File: config.mk
export PLATFORM = sky130hd
export DESIGN_NAME = rr_gate_arbiter
export DESIGN_NICKNAME = d
export VERILOG_FILES = /design/src/rtl/arb_pkg.sv /design/src/rtl/rr_priority_pick.sv /design/src/rtl/rr_gate_arbiter.sv
export SDC_FILE = /design/constraint.sdc
export NUM_CORES = 1
export LEC_CHECK = 0
export ABC_CLOCK_PERIOD_IN_PS = 2750
export BUFFER_PORTS_ARGS = -buffer_cell sky130_fd_sc_hd__buf_2
export CORE_ASPECT_RATIO = 1.5
export CORE_MARGIN = 10
export CORE_UTILIZATION = 35
export DETAILED_ROUTE_END_ITERATION = 16
export PLACE_DENSITY = 0.55
export SLEW_MARGIN = 20
export SYNTH_ARGS = -nofsm -noshare
export SYNTH_HDL_FRONTEND = slang
export SYNTH_HIERARCHICAL = 1
export SYNTH_SLANG_ARGS = --single-unit
export TNS_END_PERCENT = 20
File: constraint.sdc
create_clock -name clk -period 2.75 [get_ports clk]
set_clock_uncertainty 0.1 [all_clocks]
set_input_delay 0.825 -clock clk [delete_from_list [all_inputs] [get_ports clk]]
set_output_delay 0.825 -clock clk [all_outputs]
set_load 0.02 [all_outputs]
File: src/rtl/arb_pkg.sv
// ---------------------------------------------------------------------------
// arb_pkg
// Shared types and helpers for the round-robin gate arbiter family.
//   state_t      : FSM state encoding (IDLE, GRANT)
//   pick_t       : result of a round-robin search (found flag + index)
//   rr_pick()    : loop-based round-robin search over up to MAX_REQ requests
//   holdCntWidth : width needed for a hold counter that reaches maxHold
// No ports; imported with "import arb_pkg::*;".
// ---------------------------------------------------------------------------
package arb_pkg;

    // Largest requester count any arbiter in this family is built for.
    localparam int MAX_REQ = 16;
    localparam int MAX_IDX_W = $clog2(MAX_REQ);

    typedef enum logic {
        IDLE  = 1'b0,
        GRANT = 1'b1
    } state_t;

    typedef struct packed {
        logic                 found;
        logic [MAX_IDX_W-1:0] idx;
    } pick_t;

    // Counter width able to hold the value maxHold itself.
    function automatic int holdCntWidth(input int maxHold);
        return $clog2(maxHold + 1);
    endfunction

    // Reference round-robin search: the first set bit of req at or above ptr,
    // wrapping from nReq-1 back to 0. Bits at or above nReq are ignored.
    function automatic pick_t rr_pick(
        input logic [MAX_REQ-1:0]   req,
        input logic [MAX_IDX_W-1:0] ptr,
        input int                   nReq
    );
        pick_t res;
        int    cand;
        res = '0;
        for (int i = nReq - 1; i >= 0; i--) begin
            cand = int'(ptr) + i;
            if (cand >= nReq) begin
                cand = cand - nReq;
            end
            if (req[cand]) begin
                res.found = 1'b1;
                res.idx   = MAX_IDX_W'(cand);
            end
        end
        return res;
    endfunction

endpackage

File: src/rtl/rr_priority_pick.sv
// ---------------------------------------------------------------------------
// rr_priority_pick
// Combinational round-robin selector: rotate the request vector so the
// pointer position lands at bit 0, priority-encode the lowest set bit, then
// rotate the index back into requester numbering.
// Ports:
//   i_req   [N-1:0]  request vector
//   i_ptr   [IW-1:0] search start position (must be < N)
//   o_idx   [IW-1:0] chosen requester (0 when nothing is found)
//   o_found          at least one request is set
// ---------------------------------------------------------------------------
module rr_priority_pick #(
    parameter int N  = 4,
    parameter int IW = $clog2(N)
) (
    input  logic [N-1:0]  i_req,
    input  logic [IW-1:0] i_ptr,
    output logic [IW-1:0] o_idx,
    output logic          o_found
);

    logic [N-1:0] w_rot;
    int           w_off;
    int           w_sum;

    // Rotation by doubling the vector and shifting right keeps this free of
    // any modulo on the data path; only the final index needs a wrap.
    always_comb begin
        w_rot   = N'({i_req, i_req} >> i_ptr);
        w_off   = 0;
        for (int i = N - 1; i >= 0; i--) begin
            if (w_rot[i]) begin
                w_off = i;
            end
        end
        o_found = |w_rot;
        w_sum   = int'(i_ptr) + w_off;
        if (w_sum >= N) begin
            w_sum = w_sum - N;
        end
        o_idx   = o_found ? IW'(w_sum) : '0;
    end

endmodule

File: src/rtl/rr_gate_arbiter.sv
// ---------------------------------------------------------------------------
// rr_gate_arbiter
// Round-robin owner selection for one shared gate resource. A grant is held
// until the owner signals done, drops its request, or the hold limit expires.
// Every release is followed by at least one idle cycle so the resource input
// mux (driven by grant_idx) settles before the next owner.
// Ports:
//   clk                  rising-edge clock
//   rst                  asynchronous active-high reset
//   req       [N_REQ-1:0] level request per requester
//   done                 current owner finished (looked at only in GRANT)
//   grant     [N_REQ-1:0] one-hot grant, zero when idle
//   grant_idx [IDX_W-1:0] owner index, zero when idle
//   busy                 high while a grant is held
//   timeout              one-cycle pulse after a forced release
// ---------------------------------------------------------------------------
module rr_gate_arbiter
    import arb_pkg::*;
#(
    parameter int N_REQ    = 4,
    parameter int MAX_HOLD = 8,
    localparam int IDX_W   = $clog2(N_REQ)
) (
    input  logic             clk,
    input  logic             rst,
    input  logic [N_REQ-1:0] req,
    input  logic             done,
    output logic [N_REQ-1:0] grant,
    output logic [IDX_W-1:0] grant_idx,
    output logic             busy,
    output logic             timeout
);

    localparam int CNT_W = holdCntWidth(MAX_HOLD);
    localparam logic [CNT_W-1:0] HOLD_LAST = CNT_W'(MAX_HOLD - 1);
    localparam logic [IDX_W-1:0] LAST_IDX  = IDX_W'(N_REQ - 1);

    state_t           r_state;
    logic [N_REQ-1:0] r_grant;
    logic [IDX_W-1:0] r_grantIdx;
    logic             r_busy;
    logic             r_timeout;
    logic [IDX_W-1:0] r_ptr;
    logic [CNT_W-1:0] r_holdCnt;

    logic [IDX_W-1:0] w_pickIdx;
    logic             w_pickFound;
    logic             w_ownerReq;
    logic [IDX_W-1:0] w_nextPtr;

    rr_priority_pick #(
        .N  (N_REQ),
        .IW (IDX_W)
    ) u_pick (
        .i_req   (req),
        .i_ptr   (r_ptr),
        .o_idx   (w_pickIdx),
        .o_found (w_pickFound)
    );

    // Owner's own request and the pointer value to use after its release.
    always_comb begin
        w_ownerReq = req[r_grantIdx];
        w_nextPtr  = (r_grantIdx == LAST_IDX) ? '0 : r_grantIdx + 1'b1;
    end

    // Single FSM: grants from IDLE, releases from GRANT. The release branch
    // always returns to IDLE, which is what guarantees the idle gap between
    // owners. done and an abandoned request are checked before the hold
    // limit so that a cooperative finish never raises timeout.
    always_ff @(posedge clk or posedge rst) begin
        if (rst) begin
            r_state    <= IDLE;
            r_grant    <= '0;
            r_grantIdx <= '0;
            r_busy     <= 1'b0;
            r_timeout  <= 1'b0;
            r_ptr      <= '0;
            r_holdCnt  <= '0;
        end else begin
            r_timeout <= 1'b0;
            case (r_state)
                IDLE: begin
                    if (w_pickFound) begin
                        r_grant    <= {{(N_REQ-1){1'b0}}, 1'b1} << w_pickIdx;
                        r_grantIdx <= w_pickIdx;
                        r_busy     <= 1'b1;
                        r_holdCnt  <= '0;
                        r_state    <= GRANT;
                    end
                end
                GRANT: begin
                    if (done || !w_ownerReq || (r_holdCnt == HOLD_LAST)) begin
                        r_timeout  <= !done && w_ownerReq;
                        r_grant    <= '0;
                        r_grantIdx <= '0;
                        r_busy     <= 1'b0;
                        r_holdCnt  <= '0;
                        r_ptr      <= w_nextPtr;
                        r_state    <= IDLE;
                    end else begin
                        r_holdCnt <= r_holdCnt + 1'b1;
                    end
                end
                default: begin
                    r_state <= IDLE;
                end
            endcase
        end
    end

    assign grant     = r_grant;
    assign grant_idx = r_grantIdx;
    assign busy      = r_busy;
    assign timeout   = r_timeout;

endmodule

; ---- After elaboration in Yosys (flattened, before gate mapping)
; Index checks and enable logic that the tools add are counted.
[word_totals]
memories = 0
regBits = 15
romBits = 0
ram_bits = 0
latchBits = 0
wordCells = 54
inputBits = 7
out_inout_bits = 8
[op_classes]
bitwise = 1
n_eq_ne = 4
shifts = 2
n_lt_le_gt_ge = 2
addsub = 4
n_reduce_logical = 8
div_mod_pow = 0
mux = 26
multipliers = 0
[ops]
columns = op, n
row1 = $mux W2, 9
row2 = $mux W4, 4
row3 = $pmux W4 S2, 2
row4 = $shr A8 B2 Y4, 1
row5 = $mux W1, 7
row6 = $add A4 B1 Y4 const B, 1
row7 = $eq A4 B3 Y1 const B, 1
row8 = $ne A2 B1 Y1 const B, 2
row9 = $pmux W1 S2, 2
row10 = $pmux W2 S2, 1
row11 = $reduce_and A2 Y1, 2
row12 = $reduce_or A4 Y1, 1
row13 = $shl A1 B2 Y4 const A, 1
row14 = $add A2 B2 Y3, 1
row15 = $ge A3 B3 Y1 const B, 1
row16 = $lt A2 B3 Y1 const B, 1
row17 = $add A2 B1 Y2 const B, 1
row18 = $bmux W1 S2, 1
row19 = $eq A2 B2 Y1 const B, 1
row20 = $logic_not A1 Y1, 2
row21 = $logic_or A1 B1 Y1, 2
row22 = $sub A2 B1 Y2 const B, 1
row23 = $logic_and A1 B1 Y1, 1
row24 = $not A1 Y1, 1

; ---- Depth between registers and ports, before layout
[logic_depth]
depth_word = 12
depth_mapped = 11
depth_no_buf = 10

; ---- Cells and area by module
; Netlist, hierarchy kept.
[by_module_without_submodules]
columns = module, area_per_inst_um2, seq_area_each_um2, cells_each, instances
row1 = rr_gate_arbiter, 777.0, 375.4, 75, 1
row2 = rr_priority_pick, 166.4, 0.0, 24, 1

; ---- Least setup slack after synthesis
; OpenSTA, ideal clock, no wires.
[synth_timing]
path_kind = input-to-reg
startpoint = input req[2]
endpoint = register r_grant[2] (netlist: grant[2])
cell_stages = 9
setup_time_ns = 0.083
slack_ns = 0.326
n_path_buf = 0
required_ns = 2.567
arrival_ns = 2.241
path_cell_list = or4_1 -> nand4_1 -> ha_1 -> inv_1 -> a21oi_1 -> o2bb2ai_1 -> nor2b_1 -> mux2i_1 -> o22ai_1
[synth_between]
elab_chain_cells = 12
elab_cells_between_ends = 22
classes_between = add/sub: 2 / order compare: 1 / eq/ne: 2 / shift: 2 / mux: 10 / reduce/logical: 5
[synth_rtl]
columns = element, line
row1 = from (decl), rr_gate_arbiter.sv:26  ; input logic [N_REQ-1:0] req,
row2 = $shr A8 B2 Y4 (*), rr_priority_pick.sv:29  ; w_rot = N'({i_req, i_req} >> i_ptr);
row3 = $mux W2 (4 in a row), rr_priority_pick.sv:32  ; if (w_rot[i]) begin
row4 = $add A2 B2 Y3, rr_priority_pick.sv:37  ; w_sum = int'(i_ptr) + w_off;
row5 = $ge A3 B3 Y1 or $sub A2 B1 Y2 (tied branches), "rr_priority_pick.sv:38, rr_priority_pick.sv:39"
row6 = $mux W2, rr_priority_pick.sv:38  ; if (w_sum >= N) begin
row7 = $mux W2 (*), rr_priority_pick.sv:41  ; o_idx = o_found ? IW'(w_sum) : '0;
row8 = via w_pickIdx[1], rr_gate_arbiter.sv:46  ; logic [IDX_W-1:0] w_pickIdx;
row9 = $shl A1 B2 Y4 (*), rr_gate_arbiter.sv:85  ; r_grant <= {{(N_REQ-1){1'b0}}, 1'b1} << w_pickIdx;
row10 = $mux W4 (*), rr_gate_arbiter.sv:84  ; if (w_pickFound) begin
row11 = $pmux W4 S2 (*), rr_gate_arbiter.sv:82  ; case (r_state)
row12 = to (signal assigned), rr_gate_arbiter.sv:85
row13 = to (decl), rr_gate_arbiter.sv:39  ; logic [N_REQ-1:0] r_grant;
; Mark *: on every way through the listed nets, which the timed path passes. The rest lies on a longest branch. The select of a mux whose other input is x is not followed.
; A chain may end at the register's enable or synchronous reset.

; ---- Worst setup path in the final report
; Same ends and word-level chain as after synthesis.

==> qor.txt <==
Initial core utilization - 36.0%
Vias per cell - 5.03
Clk buf depth - 2
Critical path, cell by cell - buf_2 > or4_1 > nand4_1 > ha_1 > inv_1 > a21oi_1 > o2bb2ai_1 > nor2b_1 > mux2i_1 > o22ai_1
Peak Freq - 413 MHz
Unrepaired setup endpoints after global routing - false
Worst Hold Class - flop to flop
Post-layout min period - 2420 ps
CTS tree - yes
Port bufs - 14
Initial antenna violation count - 0
Worst-Margin Slew - 620 ps
Critical Path Max Stage Delay - 510 ps
Cts bufs inserted - 3
Clock Tree Root - clkbuf_8
Synth top cells by count - dfrtp_1 (15), nand2_1 (11), inv_1 (7), mux2i_1 (7)
Final setup TNS - 0 ps
Clk sinks - 15
Synthesized area per cell - 9.53 sq um
Main synth FF type - dfrtp_1
CTS H-tree lvls - 1
CP arrival - 2500 ps
Dpl cell area - 0.00104 sq mm
Core area - 0.00262 sq mm
Net Count, Synth - 109
Post-route cell area - 0.00108 sq mm
Async set-reset flop share out of synthesis - 100%
Cells after Synth - 99
Pwr Density - 999 mW/mm^2
Overall Power - 1.08 mW
Total global routing overflow - 0
Status - completed
Synth warn - 6
Largest net degree at the start of global routing - 22
Rows - 23
Worst-path maximum fanout - 7
VDD IR max - 0.419 mV
Final Hold Viols - 0
Chip width - 62.4 um
Most frequent cell after synthesis - dfrtp_1
Top-area cell type share of the netlist area - 39.8%
CP Data Required Time - 2820 ps
Cts hold-fix bufs - 0
Distinct cell type count after synthesis - 37
Io pins - 15
Setup Buffers After CTS - 0
Chip Height - 83.6 um
Global-route wire length before repair - 3360 um
Vias - 754
LEAKAGE - 0.502 nW
Flops & latches, synth - 15
Average wire per standard cell - 13.6 um
Tot GR Track Use - 7.94%
Post-Route Utilization - 41.3%
Post-Syn Area - 943 sq um
Area grow syn2layout - 14.7%
Final Max Tran Viols - 0
Yosys top cell by area - dfrtp_1
Clk_lat worst skew - 250 ps
DRC - 0
Highest-delay cell along the critical path - or4_1
Antenna cells - 0
Critical Path End Type - flop
Synth top area cells - dfrtp_1 (40%), mux2i_1 (7.4%), nand2_1 (4.4%)
GP Congestion - 0.770
Post-synth EDFFs - 0
Post-CTS sizing - 0
Sequential fraction of the synthesis area - 39.8%
Vias in the first global route - 719
Worst slew margin - 58.7%
Final setup violating endpoints - 0
Share of post-route cells with drive strength above 1 - 23.0%
Critical Path Start Type - primary input
DIE AREA - 0.00521 sq mm
Max Cap Violations - 0
Final net count - 124
Total routed wirelength - 2040 um
Final period util - 88.1%
Setup Crit Path Kind - primary input to flop
DRT Pass-1 Iters - 6
Initial DRC count - 24
Clock-pin slew on the worst setup and hold paths - 60 ps
Antenna-violating nets left - 0
Dpl hpwl - 1530 um
-- worst paths after layout --
path                           from        to  slack (ps)  cells past startpoint
hold reg to reg                busy      busy         380                      1
setup / recovery             req[2]  grant[2]         330                     10
hold / removal                 busy      busy         380                      1
setup reg to reg           r_ptr[0]  grant[2]         500                     10
max in group asynchronous       rst  grant[2]        1620                      2
min in group asynchronous       rst   timeout         540                      2
-- cells in the final DEF (no fill, tap or decap), types with 3 or more instances in the layout --
cell / n
o22ai_1: 6
nor2_1: 6
o21ai_1: 3
dfrtp_1: 15
mux2i_1: 7
o21ai_0: 3
nand3b_1: 3
clkbuf_8: 3
buf_2: 14
inv_1: 7
nand2_1: 11
ha_1: 3
nor2b_1: 3
-- state kept, by name, indices dropped and copies added, names as in the netlist --
signal / cells
r_state: 1
busy: 1
r_ptr: 2
grant: 4
timeout: 1
r_holdCnt: 4
grant_idx: 2
-- cell type report --
| type | instances | area (sq um) |
|---|---|---|
| inverters | 7 | 26.3 |
| multi-input cells | 73 | 519 |
| repair buffers | 14 | 70.1 |
| clock buffers | 4 | 45.0 |
| fillers | 261 | 1540 |
| well taps | 37 | 46.3 |
| flip-flops and latches | 15 | 375 |
-- power by group --
part | leakage (nW) | total [mW] | internal, mW | switching [mW]
Combinational | 0.283 | 0.484 | 0.237 | 0.248
Clock | 0.0228 | 0.185 | 0.103 | 0.0819
Sequential | 0.196 | 0.412 | 0.291 | 0.121
-- layer usage --
| layer | up-vias | share of wire [%] | global-route usage, % |
|---|---|---|---|
| met1 | 353 | 45 | 8.52 |
| met3 | 5 | 2.5 | 1.75 |
| met4 | 0 | 2.5 | 4.90 |
| met5 | - | 0 | 0 |
| met2 | 14 | 50 | 13.7 |
| li1 | 382 | - | - |
-- cells by family after synthesis --
group           after synthesis  synth area share [%]
flops                        15                  39.8
simple gates                 35                  20.6
fa+ha+maj                     3                  3.98
mux                          10                  11.8
buf+inv                      11                  5.17
compound gates               25                  18.7
-- critical path, delay by kind of cell --
family                     cells  cell delay, ps
AOI/OAI and AO/OA              3             480
adders and majority gates      1             150
buffers and inverters          2             190
muxes                          1              70
and+or+nand+nor                3             790
-- per-stage QoR --
step | hold slack (ps) | std cells | setup slack, ps
2_1_floorplan | 397 | 99 | 326
3_3_place_gp | 374 | 146 | 109
3_5_place_dp | 376 | 146 | 56.5
4_1_cts | 390 | 150 | 321
5_1_grt | 419 | 150 | 133
6_report | 385 | 150 | 326
Note: power is estimated with default switching activity, not from simulation.
